### config.mk
export PLATFORM = sky130hd
export DESIGN_NAME = uart_tx_arbiter
export DESIGN_NICKNAME = d
export VERILOG_FILES = /design/src/rtl/uart_tx_arbiter.sv
export SDC_FILE = /design/constraint.sdc
export NUM_CORES = 1
export LEC_CHECK = 0
export CORE_MARGIN = 4
export CORE_UTILIZATION = 45
export DETAILED_ROUTE_END_ITERATION = 8
export MAX_ROUTING_LAYER = met4
export PLACE_DENSITY = 0.8
export SYNTH_ARGS = -nofsm -noshare
export SYNTH_HDL_FRONTEND = slang
export SYNTH_SLANG_ARGS = --single-unit
### constraint.sdc
create_clock -name clk -period 2.9 [get_ports clk]
set_input_delay 0.435 -clock clk [delete_from_list [all_inputs] [get_ports clk]]
set_output_delay 0.435 -clock clk [all_outputs]
set_load 0.01 [all_outputs]
### src/rtl/uart_tx_arbiter.sv
// uart_tx_arbiter
// Round-robin arbiter that shares one UART transmitter between NUM_REQ
// byte-stream requesters. The owner sends a burst of up to MAX_BURST bytes,
// one start pulse per byte, with each byte handshaked through the
// transmitter busy flag. After each burst the grant is held idle for
// GAP_TICKS bit periods, counted from the baud generator tick toggle,
// before arbitration runs again.
//
// Ports:
//   clk           system clock
//   reset         asynchronous, active-high reset
//   i_Req         per-requester "valid byte on lane" flags
//   i_Data        flattened byte lanes, lane i = [i*DATA_WIDTH +: DATA_WIDTH]
//   i_Last        per-requester "current byte ends the packet" flags
//   o_Ack         one-cycle pulse: byte on the granted lane consumed
//   o_Grant       one-hot current owner, zero when idle
//   o_Tx_Data     byte to the transmitter
//   o_Tx_Start    one-cycle start pulse to the transmitter
//   i_Tx_Busy     transmitter frame in progress
//   i_Tx_ClkTick  tick toggle from the baud generator (two toggles per bit)
//   o_Busy        high in every state except IDLE
module uart_tx_arbiter #(
    parameter int NUM_REQ    = 4,
    parameter int DATA_WIDTH = 8,
    parameter int MAX_BURST  = 4,
    parameter int GAP_TICKS  = 2
) (
    input  logic                          clk,
    input  logic                          reset,
    input  logic [NUM_REQ-1:0]            i_Req,
    input  logic [NUM_REQ*DATA_WIDTH-1:0] i_Data,
    input  logic [NUM_REQ-1:0]            i_Last,
    output logic [NUM_REQ-1:0]            o_Ack,
    output logic [NUM_REQ-1:0]            o_Grant,
    output logic [DATA_WIDTH-1:0]         o_Tx_Data,
    output logic                          o_Tx_Start,
    input  logic                          i_Tx_Busy,
    input  logic                          i_Tx_ClkTick,
    output logic                          o_Busy
);

    localparam int PTR_W = $clog2(NUM_REQ);
    localparam int BC_W  = $clog2(MAX_BURST + 1);
    localparam int GC_W  = (GAP_TICKS < 1) ? 1 : $clog2(GAP_TICKS + 1);

    localparam logic [PTR_W-1:0] PTR_RESET   = PTR_W'(NUM_REQ - 1);
    localparam logic [BC_W-1:0]  BURST_LIMIT = BC_W'(MAX_BURST);
    localparam logic [GC_W-1:0]  GAP_LIMIT   = GC_W'(GAP_TICKS);

    typedef enum logic [2:0] {
        IDLE,
        SEND,
        WAIT_BUSY,
        WAIT_DONE,
        GAP
    } state_t;

    state_t            state;
    logic [PTR_W-1:0]  ptr;
    logic [BC_W-1:0]   burst_cnt;
    logic [GC_W-1:0]   gap_cnt;
    logic              last_q;
    logic              tick_d;
    logic              bit_edge;
    logic              win_found;
    logic [PTR_W-1:0]  win_idx;

    function automatic logic [NUM_REQ-1:0] onehot(input logic [PTR_W-1:0] idx);
        onehot      = '0;
        onehot[idx] = 1'b1;
    endfunction

    // The tick toggles twice per bit, so its rising edge marks one bit period.
    assign bit_edge = i_Tx_ClkTick & ~tick_d;
    assign o_Busy   = (state != IDLE);

    // Round-robin search: start just after the last owner and wrap, so the
    // previous owner is the lowest priority candidate.
    always_comb begin
        win_found = 1'b0;
        win_idx   = '0;
        for (int k = 1; k <= NUM_REQ; k++) begin
            if (!win_found && i_Req[(int'(ptr) + k) % NUM_REQ]) begin
                win_found = 1'b1;
                win_idx   = PTR_W'((int'(ptr) + k) % NUM_REQ);
            end
        end
    end

    // Main FSM. ptr doubles as the index of the current owner while granted.
    always_ff @(posedge clk or posedge reset) begin
        if (reset) begin
            state      <= IDLE;
            ptr        <= PTR_RESET;
            burst_cnt  <= '0;
            gap_cnt    <= '0;
            last_q     <= 1'b0;
            tick_d     <= 1'b0;
            o_Ack      <= '0;
            o_Grant    <= '0;
            o_Tx_Data  <= '0;
            o_Tx_Start <= 1'b0;
        end else begin
            tick_d     <= i_Tx_ClkTick;
            o_Tx_Start <= 1'b0;
            o_Ack      <= '0;
            case (state)
                IDLE: begin
                    if (win_found) begin
                        o_Grant   <= onehot(win_idx);
                        ptr       <= win_idx;
                        burst_cnt <= '0;
                        state     <= SEND;
                    end
                end
                SEND: begin
                    o_Tx_Data  <= i_Data[int'(ptr)*DATA_WIDTH +: DATA_WIDTH];
                    o_Tx_Start <= 1'b1;
                    o_Ack      <= onehot(ptr);
                    last_q     <= i_Last[ptr];
                    burst_cnt  <= burst_cnt + BC_W'(1);
                    state      <= WAIT_BUSY;
                end
                WAIT_BUSY: begin
                    if (i_Tx_Busy) begin
                        state <= WAIT_DONE;
                    end
                end
                WAIT_DONE: begin
                    if (!i_Tx_Busy) begin
                        if (last_q || (burst_cnt == BURST_LIMIT) || !i_Req[ptr]) begin
                            state   <= GAP;
                            gap_cnt <= '0;
                        end else begin
                            state <= SEND;
                        end
                    end
                end
                GAP: begin
                    if (GAP_TICKS == 0) begin
                        o_Grant <= '0;
                        state   <= IDLE;
                    end else if (bit_edge) begin
                        gap_cnt <= gap_cnt + GC_W'(1);
                        if ((gap_cnt + GC_W'(1)) == GAP_LIMIT) begin
                            o_Grant <= '0;
                            state   <= IDLE;
                        end
                    end
                end
                default: begin
                    state <= IDLE;
                end
            endcase
        end
    end

endmodule

=== Word level (Yosys, flattened, before mapping) ===
Index checks and enable logic that the tools add are counted.

* Output and inout port bits: 18
* Register bits: 29

* Bitwise logic cells: 6
* Magnitude comparators: 8
* Add/subtract/negate cells: 6
* Equality and inequality tests: 12
* Shift-type cells: 1
* Reduce and logical (&&, ||, !) cells: 25
* Muxes and demuxes: 47

{| class="wikitable"
|+ Operators with widths
! cell !! count
|-
| $shiftx A32 B6 Y8 || 1
|-
| $mux W3 || 7
|-
| $mux W1 || 17
|-
| $lt A3 B4 Y1 const B || 4
|-
| $mux W4 || 4
|-
| $pmux W3 S5 || 1
|-
| $mux W2 || 7
|-
| $bmux W1 S2 || 6
|-
| $ne A2 B2 Y1 const B || 6
|-
| $pmux W4 S2 || 1
|-
| $reduce_and A4 Y1 || 2
|-
| $reduce_or A2 Y1 || 4
|-
| $add A2 B1 Y2 const B || 3
|-
| $eq A3 B2 Y1 const B || 2
|-
| $eq A3 B3 Y1 const B || 2
|-
| $lt A2 B3 Y1 const B || 2
|-
| $pmux W3 S2 || 1
|-
| $reduce_bool A2 Y1 || 3
|-
| $logic_and A1 B1 Y1 || 5
|-
| $reduce_and A5 Y1 || 1
|-
| $add A2 B2 Y2 const B || 2
|-
| $and A1 B1 Y1 const A || 4
|-
| $demux W1 S2 || 2
|-
| $ge A2 B1 Y1 const B || 2
|-
| other kinds (11) || 16
|}

=== Logic depth before layout (Yosys ltp) ===
* Depth after elaboration: 22
* Gate-level depth with buffers: 11
* Mapped depth without buffers: 7

=== Worst setup path after synthesis ===
Ideal clock, no wire load.

* Path type: register -> register
* From: register ptr[0]
* To: register o_Grant[0]
* Arrival time: 2.514 ns
* Setup slack: 0.265 ns
* Cell stages (with the launch flop): 12
* Path buffers: 4
* Required time: 2.779 ns
* Cells stage by stage: dfstp_2 buf_6 buf_2 buf_2 inv_1 ha_1 clkbuf_2 mux4_1 nor2b_1 o221ai_1 a21oi_1 a22o_1

* Longest elaborated chain between the ends: 20
* Elaborated cells on any way between the ends: 39
* Those cells by class: add/sub: 4; order compare: 2; eq/ne: 1; mux: 24; reduce/logical: 8

{| class="wikitable"
|+ RTL lines
! item !! line !! source
|-
| from (decl) || 59 || <nowiki>logic [PTR_W-1:0] ptr;</nowiki>
|-
| from (signal assigned) || 111 || <nowiki>ptr <= win_idx;</nowiki>
|-
| $add A2 B1 Y2 || 83, 85 ||
|-
| $bmux W1 S2 || 83 || <nowiki>if (!win_found && i_Req[(int'(ptr) + k) % NUM_REQ]) begin</nowiki>
|-
| $mux W1 (implied by the code) (2 in a row) || 83 ||
|-
| $mux W1 || 83 ||
|-
| $logic_not A1 Y1 || 83 ||
|-
| $logic_and A1 B1 Y1 || 83 ||
|-
| $mux W1 || 83 ||
|-
| $logic_not A1 Y1 || 83 ||
|-
| [3 not listed] || - ||
|-
| $logic_and A1 B1 Y1 || 83 ||
|-
| $mux W2 || 83 ||
|-
| $lt A2 B3 Y1 (implied by the code) or $ge A2 B1 Y1 (tied branches) || 70 || <nowiki>onehot[idx] = 1'b1;</nowiki>
|-
| $logic_and A1 B1 Y1 (implied by the code) || 70 ||
|-
| $mux W1 (implied by the code) || 70 ||
|-
| $demux W1 S2 || 70 ||
|-
| $mux W4 || 109 || <nowiki>if (win_found) begin</nowiki>
|-
| $pmux W4 S2 || 107 || <nowiki>case (state)</nowiki>
|-
| to (signal assigned) || 110 || <nowiki>o_Grant <= onehot(win_idx);</nowiki>
|-
| to (decl) || 34 || <nowiki>output logic [NUM_REQ-1:0] o_Grant,</nowiki>
|}

Parallel ways exist; a longest one is shown, timed or not. The select of a mux whose other input is x is not followed.
A chain may end at the register's enable or synchronous reset.

=== Worst setup path in the final report ===
* From: register ptr[0]
* To: register o_Grant[2]

The elaborated chain is that of the path after synthesis.

==> load_flow_metrics.sql <==
INSERT INTO impl_metrics (metric_group, metric, value, unit) VALUES
('sta', 'max-slew-margin-rel', '0.724', ''),
('clock_tree', 'tritoncts', 'built', ''),
('worst_setup_path', 'worst_setup_path_end_kind', 'flop', ''),
('finish', 'post_route_cells_drive_above_1_share', '0.107', ''),
('synth', 'synthesis.nets', '225', ''),
('worst_setup_path', 'cp-endpoint', 'o_Grant[2]$_DFFE_PP0P_', ''),
('worst_setup_path', 'timing.critical_path.fanout_max', '18', ''),
('finish', 'count_of_antenna_diodes_in_the_layout', '0', ''),
('synth', 'synth_top_cells_by_area', 'sky130_fd_sc_hd__dfrtp_1, sky130_fd_sc_hd__mux4_2, sky130_fd_sc_hd__nand2_1, sky130_fd_sc_hd__ha_1, sky130_fd_sc_hd__mux4_1', ''),
('worst_setup_path', 'setup.reg_to_reg.worst_slack', '0.47', 'ns'),
('worst_setup_path', 'startpoint', 'ptr[0]$_DFFE_PP1P_', ''),
('floorplanning', 'row_count', '22', ''),
('worst_setup_path', 'reg2reg_depth', '6', ''),
('drt', 'vias', '1515', ''),
('worst_setup_path', 'reg2reg_to', 'o_Grant[2]$_DFFE_PP0P_', ''),
('power', 'share_clk_of_total_power', '0.146', ''),
('sta', 'fin_skew', '0.00270', 'ns'),
('place', 'dp_worst_setup_slack', '0.323', 'ns'),
('worst_setup_path', 'worstPathRequired', '3.11', 'ns'),
('clock_tree', 'clock_tree.buffer_depth', '2', ''),
('global_routing', 'vias_in_the_first_global_route', '1497', ''),
('synth', 'count_of_different_cell_masters_after_synthesis', '43', ''),
('worst_setup_path', 'timing_worst_setup_path_type', 'reg2reg', ''),
('synth', 'yosysSeqAreaShare', '0.413', ''),
('synth', 'syn_inst', '174', ''),
('clock_tree', 'clk_lat_worst_skew', '0.28', 'ns'),
('worst_setup_path', 'worst-endpoint-arrival', '2.64', 'ns'),
('drt', 'drt_drc_violations_left', '0', ''),
('finish', 'final_core_util', '0.668', ''),
('finish', 'area_delta_synth_final', '41.0', '%'),
('status', 'result_of_the_run', 'finished, final reports clean', ''),
('floorplanning', 'floorplan.initialDensity', '0.474', ''),
('drt', 'drtPass1Iterations', '4', ''),
('synth', 'asyncSetResetFlopFracSynth', '1.00', ''),
('power', 'power.share.switching', '0.385', ''),
('finish', 'final_cell_count_without_fillers', '281', ''),
('sta', 'period_share', '0.836', ''),
('clock_tree', 'cts_setup_buffers', '0', ''),
('clock_tree', 'cts_max_level', '2', ''),
('sta', 'final_critical_path_setup_slack', '0.475', 'ns'),
('worst_setup_path', 'critical-path-top-delay-family', 'flip-flops', ''),
('place', 'detailedPlacementHpwl', '3280', 'um'),
('power', 'power.leakage', '1.09', 'nW'),
('clock_tree', 'cts_sinks', '29', ''),
('clock_tree', 'cts.repair.resized', '0', ''),
('power', 'combPwrFrac', '0.541', ''),
('synth', 'postSynth.topFlopCell', 'sky130_fd_sc_hd__dfrtp_1', ''),
('place', 'finalWeightedCongestion', '0.854', ''),
('global_routing', 'track_usage', '0.189', ''),
('flow_run', 'max_cap_viol_count', '0', ''),
('sta', 'finalHoldViolations', '0', ''),
('sta', 'setup_viol_count_final', '0', ''),
('sta', 'max_clock_freq', '412', 'MHz'),
('synth', 'post_synthesis_instance_area', '1760', 'um2'),
('worst_setup_path', 'critPathLaunchType', 'flop', ''),
('drt', 'drt-vias-per-instance', '5.39', ''),
('floorplanning', 'fp.coreArea', '3720', 'um2'),
('synth', 'synthesis.area_per_instance', '10.1', 'um2'),
('sta', 'final-max-slew-violation-count', '0', ''),
('sta', 'rsz_0062_raised_after_global_routing', 'false', ''),
('worst_setup_path', 'cp_slowest_cell', 'sky130_fd_sc_hd__dfstp_2', ''),
('synth', 'ys_top_cells_by_count', 'sky130_fd_sc_hd__nand2_1, sky130_fd_sc_hd__dfrtp_1, sky130_fd_sc_hd__nor2_1', ''),
('clock_tree', 'cts.hold.buffers_added', '0', ''),
('floorplanning', 'ios', '62', ''),
('power', 'vdd_ir_drop_max', '0.000317', 'V'),
('power', 'p_seq_frac', '0.313', ''),
('sta', 'period_minus_slack', '2.43', 'ns'),
('worst_setup_path', 'timing.critical_path.depth', '6', ''),
('worst_setup_path', 'crit_chain', 'buf_4, mux4_1, nor2b_1, o221ai_1, a21oi_1, a22o_1', ''),
('global_routing', 'grt_antenna_before_repair', '0', ''),
('global_routing', 'wire_length_of_the_first_global_routing_pass', '7160', 'um');
==> flip-flops by register name, indices dropped and copies added (netlist names) <==
signal / count
gap_cnt: 2
tick_d: 1
state: 3
o_Grant: 4
o_Tx_Start: 1
o_Ack: 4
burst_cnt: 3
o_Tx_Data: 8
last_q: 1
ptr: 2
==> metal layers <==
layer	part of all wire	GRT usage	wire, um
met1	0.41	0.232	1740
met4	0.028	0.0835	119
met2	0.52	0.310	2200
met3	0.037	0.0284	156
met5	0	-	0
==> layout make-up <==
type                            count  area, um2
Timing Repair Buffer               64        633
Clock buffer                        7       86.3
Inverter                            9       33.8
Sequential cell                    29        728
Fill cell                         309       1230
Multi-Input combinational cell    124        942
Tap cell                           48       60.1
==> power by group through the flow <==
stage	Clock, W	Combinational (W)	Sequential (W)
after CTS	0.000329	0.00122	0.000698
after global routing	0.000351	0.00134	0.000721
final	0.000325	0.00120	0.000695
after detailed placement	0	0.00121	0.000703
after global placement	0	0.00119	0.000699
after floorplan	0	0.000797	0.000697
==> cell usage in the layout (no fill, tap or decap), drive strengths merged, types with 2 or more instances in the layout <==
cell type	Yosys	layout
inv	9	9
clkdlybuf4s50	0	61
nor2b	3	3
nand3	5	5
nand2b	2	2
nor2	11	11
a21oi	6	6
or3b	2	2
nor3	2	2
buf	4	3
mux4	12	12
dfrtp	27	27
and2	4	4
ha	7	7
o32a	2	2
nand2	37	37
dfstp	2	2
nor4	2	2
a22o	2	2
clkbuf	8	7
o21ai	10	10
==> worst min path at each step <==
| stage | startpoint | endpoint | slack, ns | cells past startpoint |
|---|---|---|---|---|
| finish | o_Tx_Data[1]$_DFFE_PP0P_ | o_Tx_Data[1]$_DFFE_PP0P_ | 0.47 | 2 |
| global route | o_Grant[3]$_DFFE_PP0P_ | o_Grant[3]$_DFFE_PP0P_ | 0.49 | 2 |
| CTS | o_Tx_Data[1]$_DFFE_PP0P_ | o_Tx_Data[1]$_DFFE_PP0P_ | 0.48 | 2 |
| detailed placement | o_Tx_Data[1]$_DFFE_PP0P_ | o_Tx_Data[1]$_DFFE_PP0P_ | 0.46 | 2 |
| global placement | o_Tx_Data[5]$_DFFE_PP0P_ | o_Tx_Data[5]$_DFFE_PP0P_ | 0.46 | 2 |
| floorplan | last_q$_DFFE_PP0P_ | last_q$_DFFE_PP0P_ | 0.45 | 2 |
==> tightest hold or removal path, cell delays in order (launching register included) <==
cell	delay [ns]
sky130_fd_sc_hd__dfrtp_1	0.34
sky130_fd_sc_hd__nand2_1	0.05
sky130_fd_sc_hd__nand2_1	0.05
==> cell families (layout without fill, tap and decap cells) <==
| family | after synthesis | in the layout | share of synthesized area |
|---|---|---|---|
| AND/OR/NAND/NOR | 72 | 72 | 0.187 |
| AO/OA/AOI/OAI | 31 | 31 | 0.126 |
| flip-flops | 29 | 29 | 0.413 |
| buffers and inverters | 21 | 80 | 0.0518 |
| multiplexers | 14 | 14 | 0.172 |
| adder cells (fa/ha/maj) | 7 | 7 | 0.0497 |
==> metrics by stage <==
stage | area [um2] | power (W)
2_1_floorplan | 1760 | 0.00149
3_3_place_gp | 2400 | 0.00189
3_5_place_dp | 2400 | 0.00192
4_1_cts | 2480 | 0.00225
5_1_grt | 2480 | 0.00241
6_report | 2480 | 0.00222
No activity file was read; power rests on OpenSTA's default activity.
